$ cat config.mk
export PLATFORM = sky130hd
export DESIGN_NAME = multicycle_adder
export DESIGN_NICKNAME = d
export VERILOG_FILES = /design/src/rtl/multicycle_adder_pkg.sv /design/src/rtl/multicycle_adder_chunk.sv /design/src/rtl/multicycle_adder.sv
export SDC_FILE = /design/constraint.sdc
export NUM_CORES = 1
export LEC_CHECK = 0
export CAP_MARGIN = 0
export CORE_MARGIN = 4
export CORE_UTILIZATION = 51
export DETAILED_ROUTE_END_ITERATION = 8
export GPL_ROUTABILITY_DRIVEN = 0
export PLACE_DENSITY = 0.79
export SLEW_MARGIN = 30
export SYNTH_ARGS = -nofsm -noshare
export SYNTH_HDL_FRONTEND = slang
export SYNTH_SLANG_ARGS = --single-unit
export TNS_END_PERCENT = 50
$ cat constraint.sdc
create_clock -name clk_i -period 9.1 [get_ports clk_i]
set_clock_uncertainty 0.2 [all_clocks]
set_input_delay 1.365 -clock clk_i [delete_from_list [all_inputs] [get_ports clk_i]]
set_output_delay 1.365 -clock clk_i [all_outputs]
set_load 0.02 [all_outputs]
$ cat src/rtl/multicycle_adder_pkg.sv
// multicycle_adder_pkg: FSM state encoding and counter-width helper shared by the multi-cycle adder
package multicycle_adder_pkg;
   typedef enum logic [1:0] {
      S_IDLE = 2'd0,
      S_RUN  = 2'd1,
      S_DONE = 2'd2
   } state_e;
   // chunk counter needs at least one bit even when a single chunk covers the word
   function automatic int cnt_w(input int n);
      return (n > 1) ? $clog2(n) : 1;
   endfunction
endpackage

$ cat src/rtl/multicycle_adder_chunk.sv
// chunk_ripple_adder: combinational ripple of CHUNK full-adder cells
// Ports: a, b (CHUNK) operands; cin carry-in; sum (CHUNK); cout carry out of top bit;
//        c_msb carry into the top bit (for signed overflow detection)
module chunk_ripple_adder #(
   parameter int CHUNK = 8
) (
   input  logic [CHUNK-1:0] a,
   input  logic [CHUNK-1:0] b,
   input  logic             cin,
   output logic [CHUNK-1:0] sum,
   output logic             cout,
   output logic             c_msb
);
   logic [CHUNK:0] c;
   assign c[0] = cin;
   for (genvar i = 0; i < CHUNK; i++) begin : g_fa
      assign sum[i]   = a[i] ^ b[i] ^ c[i];
      assign c[i + 1] = (a[i] & b[i]) | (c[i] & (a[i] ^ b[i]));
   end
   assign cout  = c[CHUNK];
   assign c_msb = c[CHUNK-1];
endmodule

$ cat src/rtl/multicycle_adder.sv
// multicycle_adder: add/subtract unit processing CHUNK bits per cycle behind valid/ready handshakes
// Ports: clk_i clock; rst_i sync active-low reset; In_A/In_B operands; Carry_in carry/borrow-in;
//        Sub selects A-B-Carry_in; in_valid/in_ready operand handshake; Sum result;
//        Carry_out (sub: 1 = no borrow); Overflow signed overflow; Zero Sum==0;
//        out_valid/out_ready result handshake
module multicycle_adder
   import multicycle_adder_pkg::*;
#(
   parameter int WIDTH = 32,
   parameter int CHUNK = 8
) (
   input  logic             clk_i,
   input  logic             rst_i,
   input  logic [WIDTH-1:0] In_A,
   input  logic [WIDTH-1:0] In_B,
   input  logic             Carry_in,
   input  logic             Sub,
   input  logic             in_valid,
   output logic             in_ready,
   output logic [WIDTH-1:0] Sum,
   output logic             Carry_out,
   output logic             Overflow,
   output logic             Zero,
   output logic             out_valid,
   input  logic             out_ready
);
   localparam int N  = WIDTH / CHUNK;
   localparam int CW = cnt_w(N);
   if (CHUNK < 1 || CHUNK > WIDTH || (WIDTH % CHUNK) != 0) begin : g_bad_cfg
      $error("multicycle_adder: WIDTH must be a non-zero multiple of CHUNK");
   end
   state_e           state_q;
   logic [WIDTH-1:0] a_q, b_q, res_q, res_d, sum_q;
   logic [CW-1:0]    cnt_q;
   logic             carry_q, cout_q, ovf_q, zero_q;
   logic [CHUNK-1:0] chunk_sum;
   logic             chunk_cout, chunk_cmsb, last;
   chunk_ripple_adder #(.CHUNK(CHUNK)) u_chunk (
      .a    (a_q[CHUNK-1:0]),
      .b    (b_q[CHUNK-1:0]),
      .cin  (carry_q),
      .sum  (chunk_sum),
      .cout (chunk_cout),
      .c_msb(chunk_cmsb)
   );
   // new chunk enters at the top; after N chunks the low chunk sits at bit 0
   assign res_d     = WIDTH'({chunk_sum, res_q} >> CHUNK);
   assign last      = cnt_q == CW'(N - 1);
   assign in_ready  = state_q == S_IDLE;
   assign out_valid = state_q == S_DONE;
   assign Sum       = sum_q;
   assign Carry_out = cout_q;
   assign Overflow  = ovf_q;
   assign Zero      = zero_q;
   always_ff @(posedge clk_i) begin
      if (!rst_i) begin
         state_q <= S_IDLE;
         sum_q   <= '0;
         cout_q  <= 1'b0;
         ovf_q   <= 1'b0;
         zero_q  <= 1'b0;
      end else begin
         case (state_q)
            S_IDLE: if (in_valid) begin
               // subtraction is A + ~B + 1, folded with the borrow-in into the initial carry
               a_q     <= In_A;
               b_q     <= Sub ? ~In_B : In_B;
               carry_q <= Carry_in ^ Sub;
               cnt_q   <= '0;
               state_q <= S_RUN;
            end
            S_RUN: begin
               a_q     <= a_q >> CHUNK;
               b_q     <= b_q >> CHUNK;
               res_q   <= res_d;
               carry_q <= chunk_cout;
               cnt_q   <= cnt_q + CW'(1);
               if (last) begin
                  sum_q   <= res_d;
                  cout_q  <= chunk_cout;
                  ovf_q   <= chunk_cmsb ^ chunk_cout;
                  zero_q  <= res_d == '0;
                  state_q <= S_DONE;
               end
            end
            S_DONE: if (out_ready) state_q <= S_IDLE;
            default: state_q <= S_IDLE;
         endcase
      end
   end
endmodule

### Word-level counts from Yosys, hierarchy flattened

Index checks and enable logic that the tools add are counted.

| word-level totals | value |
|---|---|
| register bits | 136 |
| word-level logic and storage cells | 80 |

| operators by class | value |
|---|---|
| add/sub/neg operators | 1 |
| equality and inequality tests | 6 |
| muxes and demuxes | 13 |
| bitwise logic cells | 43 |
| reductions and logical operators | 7 |

Operators with widths:

| kind | count |
|---|---|
| $pmux W32 S2 | 2 |
| $mux W32 | 3 |
| $logic_not A32 Y1 | 1 |
| $not A32 Y32 | 1 |
| $xor A1 B1 Y1 | 18 |
| $and A1 B1 Y1 | 16 |
| $mux W2 | 4 |
| $or A1 B1 Y1 | 8 |
| $pmux W2 S3 | 1 |
| $reduce_and A3 Y1 | 2 |
| $eq A2 B2 Y1 const B | 2 |
| $ne A2 B2 Y1 const B | 2 |
| $pmux W2 S2 | 1 |
| $reduce_and A2 Y1 | 2 |
| $add A2 B1 Y2 const B | 1 |
| $eq A2 B1 Y1 const B | 1 |
| $logic_not A2 Y1 | 1 |
| $ne A2 B1 Y1 const B | 1 |
| $pmux W1 S2 | 1 |
| $reduce_bool A2 Y1 | 1 |
| $mux W1 | 1 |

### Longest topological paths before layout

Gate-level depths: netlist of the first run.

| depth | value |
|---|---|
| depth in word-level cells | 18 |
| mapped depth | 15 |
| gate-level depth less buffers | 15 |

### Modules after synthesis

From an unflattened synthesis of the first run, not the netlist that was laid out.

| unflattened totals | value |
|---|---|
| cell total of the unflattened synthesis | 423 |
| area total of the unflattened synthesis | 5345.1 um^2 |

By module, submodules not included:

| module | times used | cells each | area an instance (um^2) | sequential area each (um^2) |
|---|---|---|---|---|
| multicycle_adder | 1 | 405 | 5147.4 | 3473.3 |
| chunk_ripple_adder | 1 | 18 | 197.7 | 0.0 |

### Worst setup path after synthesis of the first run

OpenSTA, ideal clock, no wires.

| timing path | value |
|---|---|
| kind | input port to flip-flop |
| start point | in in_valid |
| end point | reg a_q[0] (enable) |
| setup time | 590 ps |
| arrival | 6322 ps |
| slack | 1988 ps |
| cell stages on the path | 2 |
| path buffers | 0 |
| path through | nor2_1 nor3b_1 |

| between the ends | value |
|---|---|
| cells in the longest elaborated chain, start to end | 2 |

RTL lines:

| what | line | RTL |
|---|---|---|
| start: declaration | multicycle_adder.sv:18 | `input logic in_valid,` |
| $ne A2 B2 Y1 (no source line) | - |  |
| $reduce_and A3 Y1 (no source line) | - |  |
| end signal: assignment | multicycle_adder.sv:66 | `a_q <= In_A;` |
| end signal: assignment | multicycle_adder.sv:73 | `a_q <= a_q >> CHUNK;` |
| end: declaration | multicycle_adder.sv:33 | `logic [WIDTH-1:0] a_q, b_q, res_q, res_d, sum_q;` |

Every way passes these cells.
A chain may end at the register's enable or synchronous reset.

### Worst setup path in the final report of the first run

| timing path | value |
|---|---|
| start point | reg a_q[0] |
| end point | reg zero_q (netlist: Zero) |

| between the ends | value |
|---|---|
| cells in the longest elaborated chain, start to end | 17 |

RTL lines:

| what | line | RTL |
|---|---|---|
| $xor A1 B1 Y1 | multicycle_adder_chunk.sv:17, multicycle_adder_chunk.sv:18 |  |
| $and A1 B1 Y1 | multicycle_adder_chunk.sv:18 | `assign c[i + 1] = (a[i] & b[i]) \| (c[i] & (a[i] ^ b[i]));` |
| $or A1 B1 Y1 | multicycle_adder_chunk.sv:18 |  |
| $and A1 B1 Y1 | multicycle_adder_chunk.sv:18 |  |
| $or A1 B1 Y1 | multicycle_adder_chunk.sv:18 |  |
| $and A1 B1 Y1 | multicycle_adder_chunk.sv:18 |  |
| $or A1 B1 Y1 | multicycle_adder_chunk.sv:18 |  |
| $and A1 B1 Y1 | multicycle_adder_chunk.sv:18 |  |
| $or A1 B1 Y1 | multicycle_adder_chunk.sv:18 |  |
| $and A1 B1 Y1 | multicycle_adder_chunk.sv:18 |  |
| $or A1 B1 Y1 | multicycle_adder_chunk.sv:18 |  |
| $and A1 B1 Y1 | multicycle_adder_chunk.sv:18 |  |
| $or A1 B1 Y1 | multicycle_adder_chunk.sv:18 |  |
| $and A1 B1 Y1 | multicycle_adder_chunk.sv:18 |  |
| $or A1 B1 Y1 | multicycle_adder_chunk.sv:18 |  |
| $xor A1 B1 Y1 | multicycle_adder_chunk.sv:17 | `assign sum[i] = a[i] ^ b[i] ^ c[i];` |
| $logic_not A32 Y1 * | multicycle_adder.sv:82 | `zero_q <= res_d == '0;` |
| end signal: assignment | multicycle_adder.sv:61 | `zero_q <= 1'b0;` |
| end signal: assignment | multicycle_adder.sv:82 |  |
| end: declaration | multicycle_adder.sv:35 | `logic carry_q, cout_q, ovf_q, zero_q;` |

Every way passes the cells marked *; elsewhere a longest branch is shown, timed or not.

==> impl_metrics.env, run 1 <==
export IMPL_syn_area_mm2=0.00536
export IMPL_fp_dieH_um=110
export IMPL_seq_area_frac_synth_pct=64.8
export IMPL_postCtsSetupBuffers=0
export IMPL_cts_tree="yes"
export IMPL_post_cts_resized=0
export IMPL_netlist_top_cells_area="edfxtp_1, dfxtp_1, nand2_1, xnor2_1, mux2_1"
export IMPL_finalCritPeriodShare_pct=47.2
export IMPL_grt_pass1_wl_mm=17.5
export IMPL_ant_nets=0
export IMPL_timing_rr_start="a_q[0]$_DFFE_PP_"
export IMPL_layout_common_cells="clkdlybuf4s50_1, edfxtp_1, nand2_1"
export IMPL_finalSetupViolations=0
export IMPL_status="finished clean"
export IMPL_hold_viol=0
export IMPL_fillers=749
export IMPL_pre_cts_ws_ns=4.78
export IMPL_wl_mm=10.7
export IMPL_r2r_end="Zero$_SDFFE_PN0P_"
export IMPL_die_area_mm2=0.0122
export IMPL_period_needed_ns=4.29
export IMPL_hold_buffers=0
export IMPL_placed_cell_area_mm2=0.00648
export IMPL_synth_top_cell_by_area="edfxtp_1"
export IMPL_layout_cells_non_filler=673
export IMPL_cp_end_kind="flip-flop"
export IMPL_nNetsFinal=603
export IMPL_grt_pass1_vias=3644
export IMPL_core_mm2=0.0103
export IMPL_pwr_density_cell_mw_per_mm2=216
export IMPL_worst_pin_slew_ns=0.894
export IMPL_synth_warnings=0
export IMPL_drt_pass1_iter_count=5
export IMPL_critPathLaunchType="flip-flop"
export IMPL_worstHoldStart="Sum[12]$_SDFFE_PN0P_"
export IMPL_synth_seq_cells=128
export IMPL_clock_sinks=128
export IMPL_wl_per_cell_um=15.9
export IMPL_synth_top_area_share_pct=51.0
export IMPL_die_x_um=110
export IMPL_syn_num_nets=500
export IMPL_reg2reg_depth=15
export IMPL_leakagePower_nw=2.46
export IMPL_critPathMaxFanout=3
export IMPL_final_core_util_pct=69.2
export IMPL_holdCritPathClass="reg -> reg"
export IMPL_path_clk_slew_ns=0.06
export IMPL_min_to="Sum[12]$_SDFFE_PN0P_"
export IMPL_r2r_slack_ns=4.81
export IMPL_floorplan_initialDensity_pct=52.1
export IMPL_finalWorstSetupSlack_ns=4.81
export IMPL_vias=3411
export IMPL_whs_path_depth=2
export IMPL_dp_cells=640
export IMPL_port_buffers=106
export IMPL_area_growth_pct=32.8
export IMPL_synthCells=421
export IMPL_diodes=0
export IMPL_rsz0062_at_grt="no"
export IMPL_ys_types=31
export IMPL_cp_required_ns=9.33
export IMPL_drive_gt1_share_pct=8.01
export IMPL_viasPerCell=5.07
export IMPL_drtIter0Drc=137
export IMPL_syn_area_per_cell_um2=12.7
export IMPL_arrival_ns=4.52
export IMPL_grt_ovfl_total=0
export IMPL_root_buffer="clkbuf_8"
export IMPL_grt_total_usage_pct=18.3
export IMPL_relSlewSlack_pct=40.4
export IMPL_rows=37
export IMPL_max_freq_mhz=233
export IMPL_clkLatencyLatePin_ns=0.52
export IMPL_grt_antenna_before_repair=0
export IMPL_slew_viol_final=0
export IMPL_cts_buffer_depth=2
export IMPL_cts_htree_levels=4
export IMPL_drv_cap=0
export IMPL_tns_ns=0
export IMPL_final_common_cell="clkdlybuf4s50_1"
export IMPL_dpl_hpwl_mm=7.14
export IMPL_cts_buffers_inserted=17
export IMPL_critPathKind="reg -> reg"
export IMPL_vdd_drop_max_mv=0.104
export IMPL_pin_count=107
export IMPL_design_area_mm2=0.00711
export IMPL_grt_max_degree=96
export IMPL_drc=0
[logic make-up after synthesis]
kind of cell / after synthesis / synth area share [%]
and+or+nand+nor: 130 / 10.7
DFF: 128 / 64.8
AOI/OAI and AO/OA: 62 / 7.75
xor gates and xnor gates: 34 / 5.56
buffers and inverters: 34 / 2.92
muxes: 24 / 5.04
adders and majority gates: 9 / 3.22
[critical path, cell delays in order (launching register included)]
cell and delay, ns:
edfxtp_1 0.39, fa_1 0.47, fa_1 0.41, fa_1 0.39, fa_1 0.36, inv_1 0.08
fa_1 0.17, inv_1 0.05, fa_1 0.37, fa_1 0.41, inv_1 0.09, fa_1 0.20
nand2_1 0.09, nor4_2 0.19, nand4_1 0.15, o31ai_2 0.18
[how the worst max path moves through the flow]
| stage | cells after the start | end | startpoint | slack [ns] |
|---|---|---|---|---|
| 2_1_floorplan | 2 | a_q[0]$_DFFE_PP_ | in_valid | 1.99 |
| 3_3_place_gp | 15 | Zero$_SDFFE_PN0P_ | a_q[0]$_DFFE_PP_ | 4.93 |
| 3_5_place_dp | 15 | Zero$_SDFFE_PN0P_ | a_q[0]$_DFFE_PP_ | 4.78 |
| 4_1_cts | 15 | Zero$_SDFFE_PN0P_ | a_q[0]$_DFFE_PP_ | 4.77 |
| 5_1_grt | 15 | Zero$_SDFFE_PN0P_ | a_q[0]$_DFFE_PP_ | 4.61 |
| 6_report | 15 | Zero$_SDFFE_PN0P_ | a_q[0]$_DFFE_PP_ | 4.81 |
[area by class of cell]
class	count	area (um^2)	share of cell area [%]
repair buffers	109	1090	15.3
inverters	9	33.8	0.475
well taps	136	170	2.39
flip-flops and latches	128	3470	48.8
multi-input cells	259	1740	24.5
clock buffers	17	414	5.82
clock inverters	15	193	2.71
[report_power, final]
group | switching (mW) | internal [mW] | total, mW
registers | 0.0160 | 0.674 | 0.690
clock network | 0.246 | 0.442 | 0.689
logic | 0.0793 | 0.0790 | 0.158
[per-layer routing]
metal  global-route usage, %  vias up  wire length (um)
li1                        -     1658                 -
met1                    18.7     1627              3940
met2                    32.8      105              5730
met3                    7.51       21               795
met4                    7.64        0               257
met5                       0        -                 0
[through the flow]
step	total power [mW]	hold WS [ns]
6_report	1.54	0.250
5_1_grt	1.59	0.276
4_1_cts	1.55	0.254
3_5_place_dp	0.858	0.246
3_3_place_gp	0.851	0.240
2_1_floorplan	0.796	0.241
[cell usage after synthesis]
| library cell | count |
|---|---|
| and2_1 | 3 |
| or4_1 | 1 |
| o31ai_2 | 1 |
| dfxtp_1 | 37 |
| edfxtp_1 | 91 |
| nand3_1 | 2 |
| nor4_2 | 1 |
| a21boi_0 | 1 |
| clkbuf_1 | 10 |
| inv_1 | 9 |
| ha_1 | 1 |
| nor3b_1 | 1 |
| nor2b_2 | 1 |
| buf_4 | 4 |
| xor2_1 | 1 |
| fa_1 | 8 |
| nand2_1 | 91 |
| mux2_1 | 24 |
| xnor2_1 | 33 |
| o211a_1 | 3 |
| a21boi_1 | 31 |
| a21oi_1 | 1 |
| nand4_1 | 1 |
| nor2b_1 | 11 |
| nor3_1 | 2 |
| buf_2 | 11 |
| nor2_1 | 11 |
| o21ai_1 | 24 |
| or4b_4 | 1 |
| nor4_1 | 4 |
| o21a_1 | 1 |
[registers in the layout, indices dropped and copies added (netlist names)]
name       cells
Carry_out      1
carry_q        1
state_q        2
a_q           32
b_q           32
cnt_q          2
Sum           32
Zero           1
res_q         24
Overflow       1
Note: power is estimated with default switching activity, not from simulation.
==> run 2: changes to the inputs <==
==> constraint.sdc (replaced) <==
create_clock -name clk_i -period 4.25 [get_ports clk_i]
set_clock_uncertainty 0.2 [all_clocks]
set_input_delay 0.6375 -clock clk_i [delete_from_list [all_inputs] [get_ports clk_i]]
set_output_delay 0.6375 -clock clk_i [all_outputs]
set_load 0.02 [all_outputs]
==> impl_metrics.env, run 2 (same netlist as run 1, synthesis figures left out) <==
export IMPL_drive_gt1_share_pct=8.74
export IMPL_cpPeakStageDelay_ns=0.45
export IMPL_die_area_mm2=0.0122
export IMPL_vias=3390
export IMPL_grt_max_degree=91
export IMPL_final_core_util_pct=69.1
export IMPL_root_buffer="clkbuf_8"
export IMPL_path_clk_slew_ns=0.06
export IMPL_reg2reg_depth=15
export IMPL_cts_htree_levels=4
export IMPL_drt_pass1_iter_count=4
export IMPL_r2r_end="Zero$_SDFFE_PN0P_"
export IMPL_die_x_um=110
export IMPL_grt_pass1_vias=3476
export IMPL_setup_worst_path_start="a_q[0]$_DFFE_PP_"
export IMPL_clkLatencyLatePin_ns=0.51
export IMPL_slowest_stage="fa_1"
export IMPL_grt_total_usage_pct=16.6
export IMPL_wl_mm=9.95
export IMPL_clock_sinks=128
export IMPL_drtIter0Drc=137
export IMPL_critPathKind="reg -> reg"
export IMPL_port_buffers=106
export IMPL_period_needed_ns=4.12
export IMPL_critPathLaunchType="flip-flop"
export IMPL_floorplan_initialDensity_pct=52.1
export IMPL_hold_viol=0
export IMPL_timing_rr_start="a_q[0]$_DFFE_PP_"
export IMPL_crit_path_cell_trace="fa_1, fa_2, fa_1, fa_1, inv_1, fa_1, inv_1, fa_1, fa_2, inv_1, fa_1, nand2_1, nor4_2, nand4_1, o31ai_2"
export IMPL_crit_end="Zero$_SDFFE_PN0P_"
export IMPL_drc=0
export IMPL_slew_viol_final=0
export IMPL_diodes=0
export IMPL_holdCritPathClass="reg -> reg"
export IMPL_rows=37
export IMPL_drv_cap=0
export IMPL_pwr_density_cell_mw_per_mm2=450
export IMPL_layout_common_cells="clkdlybuf4s50_1, edfxtp_1, nand2_1"
export IMPL_crit_top_cell="fa_1"
export IMPL_leakagePower_nw=2.47
export IMPL_grt_ovfl_total=0
export IMPL_cp_end_kind="flip-flop"
export IMPL_r2r_slack_ns=0.13
export IMPL_cp_required_ns=4.43
export IMPL_cts_tree="yes"
export IMPL_arrival_ns=4.31
export IMPL_fillers=721
export IMPL_pin_count=107
export IMPL_status="finished clean"
export IMPL_grt_antenna_before_repair=0
export IMPL_tns_ns=0
export IMPL_power_total_mw=3.20
export IMPL_vdd_drop_max_mv=0.260
export IMPL_regArea_mm2=0.00347
export IMPL_viasPerCell=5.03
export IMPL_fp_dieH_um=110
export IMPL_finalCritPeriodShare_pct=97.1
export IMPL_final_common_cell="clkdlybuf4s50_1"
export IMPL_wl_per_cell_um=14.8
export IMPL_area_growth_pct=32.6
export IMPL_worst_pin_slew_ns=0.904
export IMPL_finalSetupViolations=0
export IMPL_cts_buffer_depth=2
export IMPL_max_freq_mhz=242
export IMPL_ant_nets=0
export IMPL_cts_buffers_inserted=17
export IMPL_grt_pass1_wl_mm=16.1
export IMPL_critPathMaxFanout=2
export IMPL_relSlewSlack_pct=39.7
export IMPL_multi_input_area_mm2=0.00175
export IMPL_dpl_hpwl_mm=6.75
export IMPL_core_mm2=0.0103
export IMPL_nNetsFinal=604
-- run 2: critical path, delay by kind of cell, from the launching register on --
family | cells | cell delay, ns
flops | 1 | 0.39
compound gates | 1 | 0.06
buf+inv | 3 | 0.22
simple gates | 3 | 0.24
fa+ha+maj | 8 | 2.90
-- run 2: worst min path at each step --
stage,startpoint,end,slack (ns),depth (start not counted)
after CTS,Sum[17]$_SDFFE_PN0P_,Sum[17]$_SDFFE_PN0P_,0.25,2
after global routing,Sum[13]$_SDFFE_PN0P_,Sum[13]$_SDFFE_PN0P_,0.27,2
after floorplan,res_q[21]$_DFFE_PP_,res_q[13]$_DFFE_PP_,0.24,0
after detailed placement,Sum[17]$_SDFFE_PN0P_,Sum[17]$_SDFFE_PN0P_,0.25,2
after global placement,Sum[4]$_SDFFE_PN0P_,Sum[4]$_SDFFE_PN0P_,0.24,2
final,Sum[4]$_SDFFE_PN0P_,Sum[4]$_SDFFE_PN0P_,0.25,2
-- run 2: cell type report --
class / count / area share, %
flip-flops and latches: 128 / 48.9
multi-input cells: 259 / 24.7
repair buffers: 110 / 15.5
clock buffers: 19 / 6.37
well taps: 136 / 2.39
clock inverters: 13 / 1.73
inverters: 9 / 0.475
-- run 2: metal layers --
layer | share of wire, % | wire length [um] | GRT usage, %
met5 | 0 | 0 | 0
met3 | 7.2 | 712 | 6.58
met2 | 51 | 5100 | 28.6
met1 | 40 | 3960 | 18.2
met4 | 1.9 | 188 | 7.14
-- run 2: stage by stage --
stage | area (um^2) | hold slack, ns | cells | worst slack [ns]
global placement | 6510 | 0.240 | 641 | 0.0721
CTS | 7090 | 0.254 | 673 | 0.0108
detailed placement | 6520 | 0.246 | 641 | 0.0221
floorplan | 5360 | 0.241 | 421 | 0.218
finish | 7110 | 0.253 | 674 | 0.125
global route | 7110 | 0.268 | 674 | -0.0169
-- run 2: what timing repair did --
| action | CTS | global route |
|---|---|---|
| buffers inserted | 0 | 1 |
| resized for setup | 0 | 2 |
| setup endpoints to repair | 0 | 2 |
| hold buffers | 0 | 0 |
-- run 2: power by group --
part | switching, mW | total (mW) | internal (mW) | leakage, nW
combinational | 0.166 | 0.340 | 0.174 | 1.02
clock | 0.550 | 1.38 | 0.835 | 0.286
sequential | 0.0319 | 1.47 | 1.44 | 1.16
==> run 3: changes to the inputs <==
--- a/config.mk
+++ b/config.mk
@@ -6,11 +6,13 @@
 export NUM_CORES = 1
 export LEC_CHECK = 0
 export CAP_MARGIN = 0
-export CORE_MARGIN = 4
+export CORE_MARGIN = 3
 export CORE_UTILIZATION = 51
 export DETAILED_ROUTE_END_ITERATION = 8
 export GPL_ROUTABILITY_DRIVEN = 0
+export GPL_TIMING_DRIVEN = 0
 export PLACE_DENSITY = 0.79
+export RECOVER_POWER = 50
 export SLEW_MARGIN = 30
 export SYNTH_ARGS = -nofsm -noshare
 export SYNTH_HDL_FRONTEND = slang
==> impl_metrics.env, run 3 (same netlist as run 1, synthesis figures left out) <==
export IMPL_fillers=688
export IMPL_finalCritPeriodShare_pct=97.0
export IMPL_hold_viol=0
export IMPL_hold_buffers=0
export IMPL_design_area_mm2=0.00720
export IMPL_cp_end_kind="flip-flop"
export IMPL_area_growth_pct=34.4
export IMPL_core_mm2=0.0100
export IMPL_path_clk_slew_ns=0.05
export IMPL_dpl_hpwl_mm=7.92
export IMPL_multi_input_area_mm2=0.00175
export IMPL_cpPeakStageDelay_ns=0.47
export IMPL_relSlewSlack_pct=-15.8
export IMPL_reg2reg_depth=15
export IMPL_viasPerCell=5.04
export IMPL_diodes=0
export IMPL_drive_gt1_share_pct=8.50
export IMPL_holdCritPathClass="reg -> reg"
export IMPL_grt_pass1_wl_mm=17.6
export IMPL_slowest_stage="fa_2"
export IMPL_r2r_slack_ns=0.13
export IMPL_grt_antenna_before_repair=0
export IMPL_power_total_mw=3.19
export IMPL_root_buffer="clkbuf_8"
export IMPL_drtIter0Drc=209
export IMPL_violations="capacitance limit, slew limit"
export IMPL_max_freq_mhz=243
export IMPL_port_buffers=105
export IMPL_pin_count=107
export IMPL_drv_cap=1
export IMPL_layout_common_cells="clkdlybuf4s50_1, nand2_1, edfxtp_1"
export IMPL_cts_buffers_inserted=17
export IMPL_comb_power_share_pct=11.4
export IMPL_drc=0
export IMPL_die_x_um=108
export IMPL_drt_pass1_iter_count=5
export IMPL_final_common_cell="clkdlybuf4s50_1"
export IMPL_crit_top_cell="fa_2"
export IMPL_ant_nets=0
export IMPL_rows=36
export IMPL_cp_required_ns=4.44
export IMPL_grt_pass1_vias=3604
export IMPL_worst_pin_slew_ns=1.73
export IMPL_pwr_share_clk_pct=42.2
export IMPL_cts_buffer_depth=2
export IMPL_grt_max_degree=25
export IMPL_finalWorstSetupSlack_ns=0.129
export IMPL_nNetsFinal=631
export IMPL_arrival_ns=4.31
export IMPL_die_area_mm2=0.0118
export IMPL_period_needed_ns=4.12
export IMPL_floorplan_initialDensity_pct=53.6
export IMPL_power_internal_mw=2.47
export IMPL_leakagePower_nw=2.49
export IMPL_fp_dieH_um=108
export IMPL_cts_tree="yes"
export IMPL_power_switching_share_pct=22.4
export IMPL_dp_cells=664
export IMPL_p_sw_mw=0.714
export IMPL_vias=3520
export IMPL_pre_cts_ws_ns=-0.147
export IMPL_wl_per_cell_um=15.6
export IMPL_slew_viol_final=14
export IMPL_crit_path_cell_trace="fa_2, fa_2, fa_2, fa_1, inv_1, fa_1, inv_1, fa_2, fa_2, inv_2, fa_2, nand2_1, nor4_4, nand4_1, o31ai_2"
export IMPL_wl_mm=10.9
export IMPL_crit_end="Zero$_SDFFE_PN0P_"
export IMPL_clkLatencyLatePin_ns=0.52
export IMPL_grt_total_usage_pct=19.9
export IMPL_critPathMaxFanout=2
export IMPL_critPathKind="reg -> reg"
export IMPL_cts_htree_levels=4
export IMPL_pwr_share_seq_pct=46.4
export IMPL_status="complete, but fails checks"
export IMPL_pwr_density_cell_mw_per_mm2=443
export IMPL_final_core_util_pct=72.0
export IMPL_placed_cell_area_mm2=0.00665
export IMPL_regArea_mm2=0.00347
export IMPL_r2r_end="Zero$_SDFFE_PN0P_"
export IMPL_grt_ovfl_total=0
export IMPL_finalSetupViolations=0
export IMPL_clock_sinks=128
export IMPL_timing_rr_start="carry_q$_DFFE_PP_"
export IMPL_layout_cells_non_filler=698
export IMPL_vdd_drop_max_mv=0.258
export IMPL_critPathLaunchType="flip-flop"
export IMPL_setup_worst_path_start="carry_q$_DFFE_PP_"
[run 3: cell count changes in the layout (fill, tap and decap cells not counted), moves of 3 or more]
cell | previous run | this run
a21boi_0 | 1 | 22
buf_2 | 1 | 4
a21boi_1 | 31 | 10
clkinv_4 | 3 | 0
o21ai_0 | 0 | 21
o21ai_1 | 24 | 3
fa_2 | 2 | 6
inv_6 | 4 | 0
buf_6 | 0 | 3
fa_1 | 6 | 2
clkbuf_8 | 2 | 5
clkbuf_1 | 0 | 27
[run 3: layer usage]
| metal | vias to the layer above | GRT usage [%] | part of all wire, % |
|---|---|---|---|
| li1 | 1719 | - | - |
| met1 | 1644 | 22.7 | 38 |
| met2 | 134 | 34.6 | 52 |
| met3 | 23 | 6.81 | 7.5 |
| met4 | 0 | 7.48 | 2.0 |
| met5 | - | 0 | 0 |
[run 3: power groups by stage]
| stage | sequential (mW) | clock, mW | combinational (mW) |
|---|---|---|---|
| finish | 1.48 | 1.35 | 0.364 |
| global route | 1.48 | 1.42 | 0.402 |
| CTS | 1.48 | 1.36 | 0.374 |
| floorplan | 1.50 | 0 | 0.197 |
| detailed placement | 1.50 | 0 | 0.359 |
| global placement | 1.50 | 0 | 0.337 |
[run 3: worst min-delay path by stage]
stage                      endpoint  cells after the start                 start
4_1_cts        Sum[21]$_SDFFE_PN0P_                      2  Sum[21]$_SDFFE_PN0P_
6_report       Sum[19]$_SDFFE_PN0P_                      2  Sum[19]$_SDFFE_PN0P_
5_1_grt        Sum[19]$_SDFFE_PN0P_                      2  Sum[19]$_SDFFE_PN0P_
2_1_floorplan   res_q[13]$_DFFE_PP_                      0   res_q[21]$_DFFE_PP_
3_5_place_dp   Sum[21]$_SDFFE_PN0P_                      2  Sum[21]$_SDFFE_PN0P_
3_3_place_gp   Sum[10]$_SDFFE_PN0P_                      2  Sum[10]$_SDFFE_PN0P_
[run 3: worst max-delay path, delay by kind of cell, from the launching register on]
family	cells	cell delay, ns
AO/OA/AOI/OAI	1	0.06
adder cells (fa/ha/maj)	8	2.81
buffers and inverters	3	0.20
flip-flops	1	0.41
AND/OR/NAND/NOR	3	0.29
[run 3: final cells by class]
cell class                 count  share of cell area (%)
sequential                   128                    48.2
multi-input combinational    259                    24.3
timing repair buffer         112                    15.5
clock buffer                  28                    7.47
tap                          133                    2.31
buffer                        25                    1.37
inverter                       9                   0.469
clock inverter                 4                   0.295
[run 3: metrics by stage]
step	setup TNS, ns	hold WS, ns
floorplan	0	0.241
global placement	-83.14	0.242
detailed placement	-0.147	0.245
CTS	0	0.253
global route	-0.0763	0.274
finish	0	0.252
[run 3: timing repair]
item,in CTS,in global routing
resized for setup,6,2
setup endpoints to repair,1,1
pin swaps,5,2
buffers inserted,2,0
